<file path="config.mk">
export PLATFORM = sky130hd
export DESIGN_NAME = cache_mem_arbiter_flat
export DESIGN_NICKNAME = d
export VERILOG_FILES = /design/src/rtl/cache_mem_arbiter_if.sv /design/src/rtl/cache_mem_arbiter.sv /design/src/flat_wrapper.sv
export SDC_FILE = /design/constraint.sdc
export NUM_CORES = 1
export LEC_CHECK = 0
export CORE_AREA = 2 2 104 106
export DETAILED_ROUTE_END_ITERATION = 6
export DIE_AREA = 0 0 106 108
export DONT_BUFFER_PORTS = 1
export SLEW_MARGIN = 25
export SYNTH_ARGS = -nofsm -noshare
export SYNTH_HDL_FRONTEND = slang
export SYNTH_SLANG_ARGS = --single-unit
</file>
<file path="constraint.sdc">
create_clock -name CLK -period 2.5 [get_ports CLK]
set_input_delay 0.5 -clock CLK [delete_from_list [all_inputs] [get_ports CLK]]
set_output_delay 0.5 -clock CLK [all_outputs]
set_load 0.02 [all_outputs]
</file>
<file path="src/rtl/cache_mem_arbiter_if.sv">
// Bus bundle between the core's caches, the arbiter and the single-port RAM.
// master: the arbiter's view. slave: the caches/RAM side that drives requests and RAM status.
interface cache_mem_arbiter_if;
  // icache side
  logic        iREN;
  logic [31:0] iaddr;
  logic        iwait;
  logic [31:0] iload;
  // dcache side
  logic        dREN;
  logic        dWEN;
  logic [31:0] daddr;
  logic [31:0] dstore;
  logic        dwait;
  logic [31:0] dload;
  // RAM side
  logic        ramREN;
  logic        ramWEN;
  logic [31:0] ramaddr;
  logic [31:0] ramstore;
  logic [31:0] ramload;
  logic [1:0]  ramstate;
  logic        ram_err;

  modport master (
    input  iREN, iaddr, dREN, dWEN, daddr, dstore, ramload, ramstate,
    output iwait, iload, dwait, dload, ramREN, ramWEN, ramaddr, ramstore, ram_err
  );

  modport slave (
    output iREN, iaddr, dREN, dWEN, daddr, dstore, ramload, ramstate,
    input  iwait, iload, dwait, dload, ramREN, ramWEN, ramaddr, ramstore, ram_err
  );
endinterface

</file>
<file path="src/rtl/cache_mem_arbiter.sv">
// Single-port RAM arbiter for one core's icache and dcache.
// The dcache keeps the grant for a whole block burst; the icache is forced in after
// MAX_DSTREAK consecutive dcache bursts while it waits. RAM strobes are combinational
// from the registered grant state and the grantee's request lines.
module cache_mem_arbiter #(
  parameter int BURST_WORDS = 2,
  parameter int MAX_DSTREAK = 4
) (
  input  logic                CLK,
  input  logic                nRST,
  cache_mem_arbiter_if.master bus
);

  typedef enum logic [1:0] {IDLE, DGRANT, IGRANT} state_e;

  localparam logic [1:0] RAM_ACCESS = 2'd2;
  localparam logic [1:0] RAM_ERROR  = 2'd3;

  localparam int CW = $clog2(BURST_WORDS + 1);
  localparam int SW = $clog2(MAX_DSTREAK + 1);
  localparam logic [CW-1:0] LAST_WORD = CW'(BURST_WORDS - 1);
  localparam logic [SW-1:0] DSTREAK_MAX = SW'(MAX_DSTREAK);

  state_e        state_q, state_d;
  logic [CW-1:0] count_q, count_d;
  logic [SW-1:0] dstreak_q, dstreak_d;
  logic          ram_err_q, ram_err_d;

  logic          ren, wen, iwait, dwait;
  logic [31:0]   addr, store;
  logic          d_req, force_i;

  assign d_req   = bus.dREN | bus.dWEN;
  assign force_i = bus.iREN && (dstreak_q == DSTREAK_MAX);

  // Registered grant state, burst word count, dcache streak and sticky error flag.
  always_ff @(posedge CLK or negedge nRST) begin
    if (!nRST) begin
      state_q   <= IDLE;
      count_q   <= '0;
      dstreak_q <= '0;
      ram_err_q <= 1'b0;
    end else begin
      // NOTE: non-blocking so every register samples pre-edge values, whatever the statement order.
      state_q   <= state_d;
      count_q   <= count_d;
      dstreak_q <= dstreak_d;
      ram_err_q <= ram_err_d;
    end
  end

  // Arbitration, burst tracking and RAM/cache handshake outputs.
  always_comb begin
    // NOTE: every output and next-state gets a default first, so no path leaves a latch.
    state_d   = state_q;
    count_d   = count_q;
    dstreak_d = dstreak_q;
    ram_err_d = ram_err_q;
    ren       = 1'b0;
    wen       = 1'b0;
    addr      = '0;
    store     = '0;
    iwait     = 1'b1;
    dwait     = 1'b1;

    unique case (state_q)
      IDLE: begin
        if (d_req && !force_i) begin
          state_d = DGRANT;
        end else if (bus.iREN) begin
          state_d   = IGRANT;
          dstreak_d = '0;
        end
      end

      DGRANT: begin
        // Write wins when both strobes are raised.
        wen   = bus.dWEN;
        ren   = bus.dREN & ~bus.dWEN;
        addr  = bus.daddr;
        store = bus.dstore;
        if (!d_req) begin
          state_d = IDLE;
          count_d = '0;
        end else if (bus.ramstate == RAM_ACCESS) begin
          dwait = 1'b0;
          if (count_q == LAST_WORD) begin
            state_d = IDLE;
            count_d = '0;
            if (bus.iREN)
              dstreak_d = (dstreak_q == DSTREAK_MAX) ? dstreak_q : dstreak_q + SW'(1);
            else
              dstreak_d = '0;
          end else begin
            count_d = count_q + CW'(1);
          end
        end else if (bus.ramstate == RAM_ERROR) begin
          ram_err_d = 1'b1;
        end
      end

      IGRANT: begin
        ren  = 1'b1;
        addr = bus.iaddr;
        if (!bus.iREN) begin
          state_d = IDLE;
        end else if (bus.ramstate == RAM_ACCESS) begin
          iwait     = 1'b0;
          state_d   = IDLE;
          dstreak_d = '0;
        end else if (bus.ramstate == RAM_ERROR) begin
          ram_err_d = 1'b1;
        end
      end

      default: state_d = IDLE;
    endcase
  end

  assign bus.ramREN   = ren;
  assign bus.ramWEN   = wen;
  assign bus.ramaddr  = addr;
  assign bus.ramstore = store;
  assign bus.iwait    = iwait;
  assign bus.dwait    = dwait;
  assign bus.iload    = bus.ramload;
  assign bus.dload    = bus.ramload;
  assign bus.ram_err  = ram_err_q;

endmodule
</file>
<file path="src/flat_wrapper.sv">
// flat-port wrapper written by rule: the top's interface ports become plain ports
module cache_mem_arbiter_flat 
#(
  parameter int BURST_WORDS = 2,
  parameter int MAX_DSTREAK = 4
)
  (CLK, nRST, bus_iREN, bus_iaddr, bus_dREN, bus_dWEN, bus_daddr, bus_dstore, bus_ramload, bus_ramstate, bus_iwait, bus_iload, bus_dwait, bus_dload, bus_ramREN, bus_ramWEN, bus_ramaddr, bus_ramstore, bus_ram_err);
  cache_mem_arbiter_if bus_i ();
  input  logic CLK;
  input  logic nRST;
  input wire logic [$bits(bus_i.iREN)-1:0] bus_iREN;
  input wire logic [$bits(bus_i.iaddr)-1:0] bus_iaddr;
  input wire logic [$bits(bus_i.dREN)-1:0] bus_dREN;
  input wire logic [$bits(bus_i.dWEN)-1:0] bus_dWEN;
  input wire logic [$bits(bus_i.daddr)-1:0] bus_daddr;
  input wire logic [$bits(bus_i.dstore)-1:0] bus_dstore;
  input wire logic [$bits(bus_i.ramload)-1:0] bus_ramload;
  input wire logic [$bits(bus_i.ramstate)-1:0] bus_ramstate;
  output wire logic [$bits(bus_i.iwait)-1:0] bus_iwait;
  output wire logic [$bits(bus_i.iload)-1:0] bus_iload;
  output wire logic [$bits(bus_i.dwait)-1:0] bus_dwait;
  output wire logic [$bits(bus_i.dload)-1:0] bus_dload;
  output wire logic [$bits(bus_i.ramREN)-1:0] bus_ramREN;
  output wire logic [$bits(bus_i.ramWEN)-1:0] bus_ramWEN;
  output wire logic [$bits(bus_i.ramaddr)-1:0] bus_ramaddr;
  output wire logic [$bits(bus_i.ramstore)-1:0] bus_ramstore;
  output wire logic [$bits(bus_i.ram_err)-1:0] bus_ram_err;
  assign bus_i.iREN = bus_iREN;
  assign bus_i.iaddr = bus_iaddr;
  assign bus_i.dREN = bus_dREN;
  assign bus_i.dWEN = bus_dWEN;
  assign bus_i.daddr = bus_daddr;
  assign bus_i.dstore = bus_dstore;
  assign bus_i.ramload = bus_ramload;
  assign bus_i.ramstate = bus_ramstate;
  assign bus_iwait = bus_i.iwait;
  assign bus_iload = bus_i.iload;
  assign bus_dwait = bus_i.dwait;
  assign bus_dload = bus_i.dload;
  assign bus_ramREN = bus_i.ramREN;
  assign bus_ramWEN = bus_i.ramWEN;
  assign bus_ramaddr = bus_i.ramaddr;
  assign bus_ramstore = bus_i.ramstore;
  assign bus_ram_err = bus_i.ram_err;
  cache_mem_arbiter #(.BURST_WORDS(BURST_WORDS), .MAX_DSTREAK(MAX_DSTREAK)) u_core (.CLK(CLK), .nRST(nRST), .bus(bus_i));
endmodule
</file>
* Yosys cells after proc, flatten, opt, wreduce, memory -nomap -nowiden *
Index checks and enable logic that the tools add are counted.

cells by class
  reduce and logical (&&, ||, !) cells = 10
  $add $sub $neg = 2
  equal/unequal tests = 19
  bitwise gates (word level) = 3
  muxes and demuxes = 35

operator list
  operator                                                                  count
  32-bit case mux with 2 select lines                                       1
  32-bit 2-to-1 mux                                                         1
  3-bit 2-to-1 mux                                                          9
  2-bit 2-to-1 mux                                                          10
  1-bit 2-to-1 mux                                                          10
  3-bit inequality test (second input constant)                             3
  3-bit case mux with 3 select lines                                        1
  9-bit AND reduction                                                       1
  2-bit by 1-bit inequality test with 1-bit output (second input constant)  4
  2-bit inequality test (second input constant)                             4
  2-bit equality test (second input constant)                               3
  3-bit by 2-bit inequality test with 1-bit output (second input constant)  2
  2-bit case mux with 3 select lines                                        1
  2-bit by 1-bit equality test with 1-bit output (second input constant)    2
  1-bit case mux with 2 select lines                                        2
  4-bit AND reduction                                                       1
  3-bit by 1-bit adder with 3-bit output (second input constant)            1
  3-bit equality test (second input constant)                               1
  3-bit AND reduction                                                       1
  3-bit nonzero test                                                        1
  2-bit by 1-bit adder with 2-bit output (second input constant)            1
  1-bit logical AND                                                         2
  2-bit zero test                                                           1
  2-bit AND reduction                                                       1
  other kinds (5)                                                           5

storage, ports and cells
  logic and storage cells = 73
  register bits = 8
  output and inout port bits = 133
  bits of input ports = 135

* Depth between registers and ports, before layout *
  depth in word-level cells = 7
  mapped depth = 7

* Least setup slack after synthesis *
Ideal clock, no wire load.

  path kind = register -> output
  from = register u_core.state_q[0]
  to = output port bus_ramaddr[10]
  slack = 372 ps
  data required time = 2,000 ps
  arrival time = 1,628 ps
  stages on the path, launching flop included = 7
  cells stage by stage = dfrtp_1 > inv_1 > ha_1 > clkbuf_1 > buf_1 > a22oi_1 > nor2b_1

on the way
  longest elaborated chain between the ends = 2
  elaborated cells on any way between the ends = 3
  those cells by class = eq/ne (2); mux (1)

ends and longest elaborated chain
  element                                                                                RTL line                 source
  start, declared                                                                        cache_mem_arbiter.sv:24  state_e state_q, state_d;
  start signal, assigned                                                                 cache_mem_arbiter.sv:45  state_q <= state_d;
  2-bit equality test or 2-bit by 1-bit equality test with 1-bit output (tied branches)  cache_mem_arbiter.sv:66  unique case (state_q)
  32-bit case mux with 2 select lines (*)                                                cache_mem_arbiter.sv:66
  end, declared                                                                          flat_wrapper.sv:25       output wire logic [$bits(bus_i.ramaddr)-1:0] bus_ramaddr;

Every way passes the cells marked *; elsewhere a longest branch is shown, timed or not.

* Worst setup path after layout *
  from = register u_core.state_q[0]
  to = output port bus_ramaddr[7]

Same word-level chain as after synthesis.

==> results.txt <==
The tree built by TritonCTS fans out to 8 sinks. The floorplan step defined a die boundary enclosing 11450 sq um. Based on the critical path, the design can be clocked at up to around 440 MHz. The effective utilization at floorplan is approximately 17%.

The pre-antenna-repair detailed-routing pass consisted of 4 iterations. The type of destination of the critical path is an output pin. Detailed placement ended at an HPWL of 5069 um. The number of clock buffers added by TritonCTS is 3. The worst setup path is of the reg -> out kind.

The core outline area is 10230 sq um. The clock arrives with 6.112 ps of skew. Setup violations remaining at the end of the flow were counted as 0. The number of gates resized after CTS was 0. Clock-pin slew was measured on the worst setup and hold paths at 40 ps.

In this run the mean area of a mapped cell was 7.362 sq um. The endpoint required time on the critical path is roughly 2000 ps. In this run the number of H-tree levels came out at 1. The tightest slew margin relative to the limit came out at 74.24%.

After the last flow step, the layout net total stands at 347. Grouping stages by cell kind, the critical path spends the most delay in buffers and inverters. The minimum clock period came out at 2282 ps.

The final antenna diode count came out at 0. The maximum number of pins on one net before global-route repair came out at 49. The final-report hold violation count is 0. The cell sitting at the root of the clock tree is a sky130_fd_sc_hd__clkbuf_8. The number of buffer and inverter stages on the critical path is 3. The signal on the critical path passes through inv_1, ha_1, buf_12, a22oi_1, nor2b_1, buf_4. Pin placement for this block handled 268 I/O pins. The startpoint of the lowest-slack register-to-register path is u_core.state_q[0]. The total routed wirelength came out at 6017 um. The critical path starts at u_core.state_q[0].

The clock passes through at most 2 buffers. In this run the worst hold path is classified as in -> reg. The worst-skew pair later-pin latency is 230 ps.

The synthesized net count is around 380. Power spread over the standard cell area amounts to 1368 nW/um^2. The worst-case IR drop observed on VDD is 0.4065 mV. Of all nets on the critical path, the largest fanout is 30. Setup repair after global routing left no endpoint under its margin. The mapped cell area is roughly 1800 sq um. The worst setup path is launched from a register. The count of nets left with antenna violations once routing finished came out at 0. Cells with a size suffix above 1 make up 23.53% of the layout.

The total power is between 2000 and 2500 uW. The number of fill cells is 1166. The netlist uses 33 different library cells. The run finished with clean final reports. Global routing finished with a remaining overflow of 0. The startpoint of the most critical hold path is bus_iREN. Summing the sequential cell areas from Yosys gives 11.28% of the chip area. In this run the core area contains 37 standard-cell rows. On the worst path, the slowest cell contributes a delay of roughly 400 ps. The signal arrival time at the worst endpoint came out at roughly 1800 ps. Buffers inserted to repair hold after CTS numbered 1. During placement, the flow inserted port buffers numbering 0. The detail-routed net length per standard cell came out at 17.70 um. The number of slew-limit violations in the final report came out at 0. The initial antenna violation count is 0. In the routed design, unresolved DRC markers number 0.

The library cell used most frequently in the layout, excluding fill and tap cells, is sky130_fd_sc_hd__buf_4. The max capacitance violation total came out at 0. Across all layers, the routed design uses 1487 vias. Relative to the synthesized area, the layout overhead comes to -0.2115%. The post-route clock period utilization came out at around nine tenths. Routability-driven placement finished with a final weighted congestion of 1.033. The Yosys step of the flow raised 0 warnings. The slowest stage of the critical path belongs to the cell sky130_fd_sc_hd__ha_1. After clock tree synthesis, the setup repair step added 0 buffers. The leakage power figure is 0.0007194 uW. In this run the vertical extent of the chip is 108 um. The library cells used most frequently in the layout, excluding fill and tap cells, are 36 x sky130_fd_sc_hd__buf_4, 35 x sky130_fd_sc_hd__nor2b_1, 32 x sky130_fd_sc_hd__a22oi_1, 32 x sky130_fd_sc_hd__and2_1, 8 x sky130_fd_sc_hd__dfrtp_1. The overall track demand over capacity in global routing is between 9 and 10%. In the synthesized netlist, the number of instances is 241. The first global-routing pass estimated just under 8000 um of wire.

The first routing iteration left around 80 violations. The synthesized flop and latch total is 8. The transition time at the pin with the least slew margin came out at just under 400 ps.

The via count of the first global-routing pass was 1374. From left edge to right edge, the die measures 106 um. The mean number of vias per cell came out at 4.374.

The final sum of negative setup slack came out at 0 ps. The TritonCTS clock tree is yes.
area by class of cell:
class	count	area (sq um)	share of cell area, %
multi-input cells	147	1012	57.17
repair buffers	39	320.3	18.09
flip-flops and latches	8	200.2	11.31
well taps	136	170.2	9.611
clock buffers	3	41.29	2.332
inverters	7	26.28	1.484
synth_stat cells (all sizes together):
cell type,count,area (sq um)
a21o,1,7.510
clkbuf,8,30.03
a32oi,1,8.760
a211o,1,8.760
and3,1,11.26
nand4b,1,8.760
inv,7,26.28
ha,6,75.07
o21a,1,7.510
nor4,1,6.260
or2,2,12.51
o2111ai,1,8.760
o21ai,5,25.02
a2bb2oi,1,8.760
nand3,5,25.02
dfrtp,8,200.2
nor2,2,10.01
and2,32,200.2
a22oi,32,240.2
a21oi,4,20.02
nor3,1,5.000
or2b,1,7.510
and4,1,11.26
a31oi,1,6.260
buf,71,508.0
nand2,5,18.77
or3b,1,11.26
nor2b,35,219.0
nand2b,1,6.260
mux2i,4,40.04
flip-flops by register name (all words and copies together) (netlist names):
signal and flops:
u_core.count_q 2, u_core.bus.ram_err 1, u_core.dstreak_q 3, u_core.state_q 2
path summary, 6_finish.rpt:
kind / endpoint / slack (ps) / cells after the start
min in group asynchronous: u_core.dstreak_q[0] / 620 / 1
worst max register to register: u_core.dstreak_q[0] / 560 / 6
worst max-delay path: bus_ramaddr[7] / 220 / 6
max in group asynchronous: u_core.count_q[0] / 1600 / 1
worst min-delay path: u_core.dstreak_q[1] / 420 / 2
worst min register to register: u_core.count_q[0] / 510 / 1
where the power goes:
part           switching [uW]  leakage [uW]  internal (uW)
combinational            1240      0.000596            822
clock                    53.2     0.0000216            104
sequential               34.6      0.000102            171
stage by stage:
step                util (%)  std cells  instance area (sq um)  hold WS [ps]  setup slack (ps)
floorplan                  -        241                   1774         204.4             372.3
detailed placement     16.80        336                   1719         204.7             457.3
CTS                    17.30        340                   1770         425.4             209.8
global placement       16.80        336                   1719         204.7             556.2
global route           17.30        340                   1770         455.4             77.76
finish                 17.30        340                   1770         423.5             217.5
logic make-up after synthesis:
logic type                 count (synthesis)  share of synthesized area (%)
and+or+nand+nor                           89                          31.17
buffers and inverters                     86                          31.81
AOI/OAI and AO/OA                         48                          19.25
DFF                                        8                          11.28
adders and majority gates                  6                          4.231
muxes                                      4                          2.257
metal layers:
layer  track usage (%)  up-vias  share of wire (%)
met1             9.877      677                 34
met5                 0        -                  0
met3             4.702       26                 14
met2             14.01      110                 48
li1                  -      674                  -
met4             5.169        0                4.9
No activity file was read; power rests on OpenSTA's default activity.
